## config.mk

```make
export PLATFORM = sky130hd
export DESIGN_NAME = cache_fill_ctrl
export DESIGN_NICKNAME = d
export VERILOG_FILES = /design/src/rtl/cache_ctrl_pkg.sv /design/src/rtl/fill_counter.sv /design/src/rtl/cache_fill_ctrl.sv
export SDC_FILE = /design/constraint.sdc
export NUM_CORES = 1
export LEC_CHECK = 0
export CELL_PAD_IN_SITES_DETAIL_PLACEMENT = 0
export CELL_PAD_IN_SITES_GLOBAL_PLACEMENT = 1
export CORE_AREA = 4 4 94 96
export CTS_BUF_LIST = sky130_fd_sc_hd__clkbuf_2 sky130_fd_sc_hd__clkbuf_4 sky130_fd_sc_hd__clkbuf_8
export DETAILED_ROUTE_END_ITERATION = 6
export DIE_AREA = 0 0 98 100
export GPL_TIMING_DRIVEN = 0
export PLACE_DENSITY_LB_ADDON = 0.1
export SETUP_SLACK_MARGIN = 0.02
export SYNTH_ARGS = -nofsm -noshare
export SYNTH_HDL_FRONTEND = slang
export SYNTH_SLANG_ARGS = --single-unit
```

## constraint.sdc

```tcl
create_clock -name clk -period 2.15 [get_ports clk]
set_input_delay 0.3225 -clock clk [delete_from_list [all_inputs] [get_ports clk]]
set_output_delay 0.3225 -clock clk [all_outputs]
set_load 0.02 [all_outputs]
```

## src/rtl/cache_ctrl_pkg.sv

```systemverilog
// ---------------------------------------------------------------------------
// cache_ctrl_pkg
// Shared definitions for the cache fill controller:
//   - state_e      : controller states (IDLE, WRITE, FILL, DONE)
//   - BLOCK_WORDS  : default number of 16-bit words per cache block
//   - SEL_I/SEL_D  : fill_sel encoding for the I-cache and D-cache arrays
//   - BLOCK_MASK   : clears the byte offset inside a 16-byte block
// ---------------------------------------------------------------------------
package cache_ctrl_pkg;

  localparam int BLOCK_WORDS = 8;

  localparam logic SEL_I = 1'b0;
  localparam logic SEL_D = 1'b1;

  localparam logic [15:0] BLOCK_MASK = 16'hFFF0;

  typedef enum logic [1:0] {
    ST_IDLE  = 2'd0,
    ST_WRITE = 2'd1,
    ST_FILL  = 2'd2,
    ST_DONE  = 2'd3
  } state_e;

endpackage

```

## src/rtl/fill_counter.sv

```systemverilog
// ---------------------------------------------------------------------------
// fill_counter
// Saturating up-counter with synchronous clear and count enable. Used for
// both the read-issue and the read-receive word counts of a block fill.
// Ports:
//   clk  : clock
//   rst  : synchronous active-high reset (count -> 0)
//   clr  : synchronous clear (count -> 0), wins over en
//   en   : increment by one unless already at MAX
//   cnt  : current count
// ---------------------------------------------------------------------------
module fill_counter #(
  parameter int W   = 4,
  parameter int MAX = 8
) (
  input  logic         clk,
  input  logic         rst,
  input  logic         clr,
  input  logic         en,
  output logic [W-1:0] cnt
);

  logic [W-1:0] cnt_q;
  logic [W-1:0] cnt_d;

  always_comb begin
    cnt_d = cnt_q;
    if (clr) begin
      cnt_d = '0;
    end else if (en && (cnt_q != W'(MAX))) begin
      cnt_d = cnt_q + W'(1);
    end
  end

  always_ff @(posedge clk) begin
    if (rst) begin
      cnt_q <= '0;
    end else begin
      cnt_q <= cnt_d;
    end
  end

  assign cnt = cnt_q;

endmodule

```

## src/rtl/cache_fill_ctrl.sv

```systemverilog
// ---------------------------------------------------------------------------
// cache_fill_ctrl
// Shared memory-port controller for an I-cache and a D-cache. It arbitrates
// between D misses, D write-through stores and I misses (in that priority),
// performs single-cycle stores, and fills a whole block by issuing one read
// per cycle while counting returned words independently of memory latency.
//
// Ports:
//   clk, rst                 : clock, synchronous active-high reset
//   i_miss, i_miss_addr      : I-cache miss request (held until i_done)
//   d_miss, d_miss_addr      : D-cache miss request (held until d_done)
//   d_wr_req, d_wr_addr,
//   d_wr_data                : D-side store request (held until d_wr_ack)
//   mem_rdata, mem_rvalid    : memory read return
//   mem_en, mem_wr,
//   mem_addr, mem_wdata      : memory access port
//   fill_we, fill_sel,
//   fill_word, fill_data     : cache data-array write (fill_sel 0=I, 1=D)
//   tag_we                   : tag/valid write for the array chosen by fill_sel
//   i_done, d_done, d_wr_ack : one-cycle completion pulses
// ---------------------------------------------------------------------------
module cache_fill_ctrl
  import cache_ctrl_pkg::*;
#(
  parameter int BLOCK_WORDS = cache_ctrl_pkg::BLOCK_WORDS
) (
  input  logic        clk,
  input  logic        rst,
  input  logic        i_miss,
  input  logic [15:0] i_miss_addr,
  input  logic        d_miss,
  input  logic [15:0] d_miss_addr,
  input  logic        d_wr_req,
  input  logic [15:0] d_wr_addr,
  input  logic [15:0] d_wr_data,
  input  logic [15:0] mem_rdata,
  input  logic        mem_rvalid,
  output logic        mem_en,
  output logic        mem_wr,
  output logic [15:0] mem_addr,
  output logic [15:0] mem_wdata,
  output logic        fill_we,
  output logic        fill_sel,
  output logic [2:0]  fill_word,
  output logic [15:0] fill_data,
  output logic        tag_we,
  output logic        i_done,
  output logic        d_done,
  output logic        d_wr_ack
);

  // One extra counter bit so "all words done" is distinguishable from word 0.
  localparam int CNT_W = $clog2(BLOCK_WORDS) + 1;
  localparam logic [CNT_W-1:0] FULL_CNT  = CNT_W'(BLOCK_WORDS);
  localparam logic [CNT_W-1:0] LAST_WORD = CNT_W'(BLOCK_WORDS - 1);

  state_e      state_q, state_d;
  logic [15:0] base_q,  base_d;
  logic        sel_q,   sel_d;

  logic             cnt_clr;
  logic             issue_en;
  logic             recv_en;
  logic [CNT_W-1:0] issue_cnt;
  logic [CNT_W-1:0] recv_cnt;

  fill_counter #(
    .W   (CNT_W),
    .MAX (BLOCK_WORDS)
  ) u_issue_cnt (
    .clk (clk),
    .rst (rst),
    .clr (cnt_clr),
    .en  (issue_en),
    .cnt (issue_cnt)
  );

  fill_counter #(
    .W   (CNT_W),
    .MAX (BLOCK_WORDS)
  ) u_recv_cnt (
    .clk (clk),
    .rst (rst),
    .clr (cnt_clr),
    .en  (recv_en),
    .cnt (recv_cnt)
  );

  always_comb begin
    state_d   = state_q;
    base_d    = base_q;
    sel_d     = sel_q;
    cnt_clr   = 1'b0;
    issue_en  = 1'b0;
    recv_en   = 1'b0;
    mem_en    = 1'b0;
    mem_wr    = 1'b0;
    mem_addr  = '0;
    mem_wdata = '0;
    fill_we   = 1'b0;
    fill_word = '0;
    fill_data = '0;
    tag_we    = 1'b0;
    i_done    = 1'b0;
    d_done    = 1'b0;
    d_wr_ack  = 1'b0;

    case (state_q)
      ST_IDLE: begin
        // Fixed priority: D miss, then D store, then I miss.
        if (d_miss) begin
          base_d  = d_miss_addr & BLOCK_MASK;
          sel_d   = SEL_D;
          cnt_clr = 1'b1;
          state_d = ST_FILL;
        end else if (d_wr_req) begin
          state_d = ST_WRITE;
        end else if (i_miss) begin
          base_d  = i_miss_addr & BLOCK_MASK;
          sel_d   = SEL_I;
          cnt_clr = 1'b1;
          state_d = ST_FILL;
        end
      end

      ST_WRITE: begin
        mem_en    = 1'b1;
        mem_wr    = 1'b1;
        mem_addr  = d_wr_addr;
        mem_wdata = d_wr_data;
        d_wr_ack  = 1'b1;
        state_d   = ST_IDLE;
      end

      ST_FILL: begin
        // Issue side: one read per cycle until every word has been requested.
        if (issue_cnt < FULL_CNT) begin
          mem_en   = 1'b1;
          mem_addr = base_q + 16'({issue_cnt, 1'b0});
          issue_en = 1'b1;
        end
        // Receive side: purely counted, so any memory latency works and an
        // issue and a return in the same cycle are both taken.
        if (mem_rvalid && (recv_cnt < FULL_CNT)) begin
          fill_we   = 1'b1;
          fill_word = 3'(recv_cnt);
          fill_data = mem_rdata;
          recv_en   = 1'b1;
          if (recv_cnt == LAST_WORD) begin
            state_d = ST_DONE;
          end
        end
      end

      ST_DONE: begin
        tag_we = 1'b1;
        if (sel_q == SEL_D) begin
          d_done = 1'b1;
        end else begin
          i_done = 1'b1;
        end
        state_d = ST_IDLE;
      end

      default: begin
        state_d = ST_IDLE;
      end
    endcase
  end

  always_ff @(posedge clk) begin
    if (rst) begin
      state_q <= ST_IDLE;
      base_q  <= '0;
      sel_q   <= SEL_I;
    end else begin
      state_q <= state_d;
      base_q  <= base_d;
      sel_q   <= sel_d;
    end
  end

  assign fill_sel = sel_q;

endmodule

```

Word-level counts from Yosys, hierarchy flattened
Index checks and enable logic that the tools add are counted.
{"block": "classes", "n_addsub": 3, "magnitude_cmp": 2, "n_eq_ne": 10, "mux": 34, "n_reduce_logical": 9}
{"operator": "two-way mux 16 bit", "n": 7}
{"operator": "one-hot mux 16 bit (2 select lines)", "n": 1}
{"operator": "two-way mux 1 bit", "n": 17}
{"operator": "adder 16 x 5 -> 16 bit", "n": 1}
{"operator": "inequality test 4 bit, second input constant", "n": 3}
{"operator": "two-way mux 2 bit", "n": 5}
{"operator": "adder 4 x 1 -> 4 bit, second input constant", "n": 2}
{"operator": "less-than comparator 4 bit, second input constant", "n": 2}
{"operator": "two-way mux 3 bit", "n": 2}
{"operator": "inequality test 2 bit, second input constant", "n": 3}
{"operator": "one-hot mux 2 bit (3 select lines)", "n": 1}
{"operator": "AND reduction 3 bit", "n": 2}
{"operator": "equality test 2 bit, second input constant", "n": 2}
{"operator": "equality test 4 x 3 -> 1 bit, second input constant", "n": 1}
{"operator": "OR reduction 2 bit", "n": 2}
{"operator": "logical AND 1 bit", "n": 3}
{"operator": "equality test 2 x 1 -> 1 bit, second input constant", "n": 1}
{"operator": "zero test 2 bit", "n": 1}
{"operator": "one-hot mux 1 bit (2 select lines)", "n": 1}
{"operator": "nonzero test 2 bit", "n": 1}
{"block": "word_totals", "reg_bits": 27, "in_bits": 86, "out_inout_bits": 59}

Logic depth before layout (Yosys ltp)
{"block": "depth", "ltp_word": 5, "ltp_mapped": 7}

Cells and area by module
A second synthesis with hierarchy kept.
{"block": "hier_totals", "hier_cells": 198, "area_unflattened_um2": 1631.6}
{"mod": "cache_fill_ctrl", "n_inst": 1, "cells_each": 150, "area_each_um2": 1223.7}
{"mod": "fill_counter", "n_inst": 2, "cells_each": 24, "area_each_um2": 203.9}

Worst setup path after synthesis
Ideal clock, no wire load.
{"block": "synth_path", "path_kind": "register to output", "start": "register state_q[0]", "end": "output port mem_addr[10]", "arrival_time_ps": 1527, "path_slack_ps": 301, "path_stages_with_launch": 8, "n_path_buf": 2, "cell_sequence": "dfxtp_1 > inv_1 > ha_1 > nor2b_4 > buf_6 > and2_4 > buf_8 > a22o_1"}
{"block": "synth_via", "elab_chain_cells": 2}
{"element": "start, declared", "line_no": "cache_fill_ctrl.sv:57", "rtl": "state_e state_q, state_d;"}
{"element": "start signal, assigned", "line_no": "cache_fill_ctrl.sv:177", "rtl": "state_q <= state_d;"}
{"element": "equality test 2 bit / equality test 2 x 1 -> 1 bit (equally long branches)", "line_no": "cache_fill_ctrl.sv:108", "rtl": "case (state_q)"}
{"element": "one-hot mux 16 bit (2 select lines) *", "line_no": "cache_fill_ctrl.sv:108"}
{"element": "end, declared", "line_no": "cache_fill_ctrl.sv:40", "rtl": "output logic [15:0] mem_addr,"}
Every way passes the cells marked *; elsewhere a longest branch is shown, timed or not.

Worst setup path in the final report
{"block": "layout_path", "start": "register state_q[0]", "end": "output port mem_addr[2]"}
The elaborated chain is that of the path after synthesis.

==> out/metrics.cfg <==
[run_status]
outcome = completed

[floorplanning]
die_area_um2 = 9800
boundaryPins = 145
die_h_um = 100
rows = 33
floorplan.initialDensity_pct = 23.5
chipWidth_um = 98
core_um2 = 8050

[timing]
hold_viol = 0
final_max_slew_viol_count = 0
setup_violations = 0
post-route-min-period_ns = 2.09
hold_slack_ns = 0.410
max_freq_mhz = 478
rsz0062_at_grt = true
relSlewSlack_pct = 55.7
fin_crit_sh_pct = 97.3
tightestPinTransition_ns = 0.665
finClkSkew_ns = 0.00377

[synthesis]
synth_edf_count = 0
synth-seq-cells = 23
synth.most_common_cell = and2_1
yosys_warnings = 0
synth.top_cell.area_share_pct = 24.4
syn-cell-area_um2 = 1890
synth_largest_area_cell = dfxtp_1
ys_top_cells_by_count = and2_1 (37), dfxtp_1 (23), inv_1 (19)
avgSynthCellArea_um2 = 9.31
synth_flop_cell = dfxtp_1
synthCells = 203
post_synth_main_area_contributors = dfxtp_1 (24%), and2_1 (12%), a211oi_2 (12%)
synthesis.nets = 298
synth-async-reset-ratio_pct = 0
synth_cell_types = 36
seq_area_frac_synth_pct = 24.4

[route]
avgViaCountPerCell = 4.33
drt-initial-drc-count = 41
wl_per_cell_um = 14.3
routed_wirelength_um = 6460
ant_nets = 0
first_pass_iters = 3
drc = 0
via_count = 1962

[finish]
diodes = 0
area_growth_pct = 81.1
design_area_um2 = 3420
utilization_pct = 42.5
drive_above_1_share_pct = 30.2
nets = 444
fill_cells = 844

[critical_path]
r2r_cells = 7
path_class = reg -> out
cp.required_ns = 1.83
cp_max_fo = 5
r2r_setup_slack_ns = 0.47
slowest_stage = dfxtp_2
crit_chain = inv_4 -> ha_4 -> nor2b_4 -> and2_4 -> bufbuf_16 -> a22o_1 -> buf_2
cpPeakStageDelay_ns = 0.36
critical_path_arrival_ns = 1.77
worstReg2RegStart = state_q[0]
reg2reg_to = state_q[1]
cp-start-kind = register
crit_family = buffers and inverters
setup.worst_path.end_class = output port
timing.critical_path.buf_inv = 3

[clocking]
clk_path_buf_depth = 2
cts_hold_buf = 0
htreeDepth = 1
clock_latency_ns = 0.27
clock_sinks = 23
root_buffer = clkbuf_8
path_clk_slew_ns = 0.09
cts_buffers = 3
cts_tree = yes

[placed_design]
numPortBuffers = 134
gp_congestion = 0.752
place_area_um2 = 3360
dp_hpwl_um = 5210

[min_path]
worst_hold_path.num_cells = 2
holdCritPathClass = in -> reg
hold_path.startpoint = rst
whs_endpoint = u_issue_cnt.cnt[1]

[global_routing]
grt_max_degree = 14
grt_overflow_total = 0
grt_pass1_vias = 1948
antenna_found_initial = 0
grt_usage_pct = 12.7
grt_first_pass_wirelength_um = 10000

[power]
total_power_w = 0.00244
power.leakage_nw = 1.54
powerDensity_nw_per_um2 = 712
peakVddDrop_mv = 0.292

[job]
maxCapViolCount = 0

placed cells by master (no fill, tap or decap), types with 5 or more instances in the layout:
master           Yosys  final
clkdlybuf4s50_1      0     79
and2_1              37     36
buf_2                8     27
dfxtp_1             23     21
a211oi_2            18     18
inv_1               19     17
dlygate4sd2_1        0     17
a22o_1              12     12
buf_4                1     11
mux2_4               9      9
nor3_1               9      9
buf_6                3      7
a211oi_1             6      6
ha_1                 9      6
nor2b_1              5      5
clkdlybuf4s15_2      0      5
stage by stage:
stage	instances	setup WS (ns)	setup TNS (ns)
final	453	0.0575	0
after CTS	454	-0.0711	-0.0711
after floorplan	203	0.301	0
after global placement	442	-0.551	-11.57
after global routing	453	-0.00238	-0.00238
after detailed placement	442	-0.559	-11.19
repair_timing:
item                       CTS  global route
resized for setup          159            25
gates cloned                 1             0
pin swaps                    0             4
setup endpoints to repair   53            43
setup buffers                8             0
how the worst max path moves through the flow:
stage | startpoint | endpoint | cells after the start
2_1_floorplan | state_q[0] | mem_addr[10] | 7
3_3_place_gp | state_q[0] | mem_addr[10] | 6
3_5_place_dp | state_q[0] | mem_addr[10] | 6
4_1_cts | state_q[0] | mem_addr[2] | 7
5_1_grt | state_q[0] | mem_addr[2] | 7
6_report | state_q[0] | mem_addr[2] | 7
worst register-to-register path, stage by stage, from the launching register on:
cell,delay [ns]
dfxtp_2,0.36
inv_4,0.06
ha_4,0.16
buf_4,0.14
buf_4,0.14
buf_4,0.14
a21oi_1,0.25
mux2_4,0.32
area by class of cell:
| type | instances | area, um^2 | area share, % |
|---|---|---|---|
| timing repair buffer | 143 | 1310 | 38.2 |
| multi-input combinational | 142 | 1270 | 37.1 |
| sequential | 23 | 465 | 13.6 |
| tap | 105 | 131 | 3.84 |
| buffer | 16 | 123 | 3.58 |
| inverter | 20 | 80.1 | 2.34 |
| clock buffer | 3 | 41.3 | 1.21 |
| clock inverter | 1 | 5.00 | 0.146 |
cell families (layout without fill, tap and decap cells):
kind of cell | Yosys count | after routing | synth area share, %
AO/OA/AOI/OAI | 46 | 46 | 23.7
XOR/XNOR | 4 | 4 | 1.85
adder cells (fa/ha/maj) | 9 | 9 | 5.96
buffers and inverters | 38 | 183 | 10.1
flip-flops | 23 | 23 | 24.4
multiplexers | 16 | 16 | 11.1
AND/OR/NAND/NOR | 67 | 67 | 22.9
per-layer routing:
layer	global-route usage (%)	wire length, um	part of all wire, %	up-vias
met3	2.64	419	6.5	4
met5	0	0	0	-
met1	14.9	2690	42	883
met4	2.88	44	0.68	0
li1	-	-	-	1001
met2	23.8	3310	51	74
registers in the layout, indices dropped and copies added (netlist names):
register and cells:
state_q 2, u_recv_cnt.cnt 4, u_issue_cnt.cnt 4, base_q 12
fill_sel 1
power breakdown:
group	internal, W	switching (W)	leakage, nW	total (W)
logic	0.000788	0.000770	1.32	0.00156
clock network	0.000130	0.000147	0.0255	0.000277
registers	0.000527	0.0000751	0.190	0.000602
total	0.00144	0.000993	1.54	0.00244
Note: power is estimated with default switching activity, not from simulation.
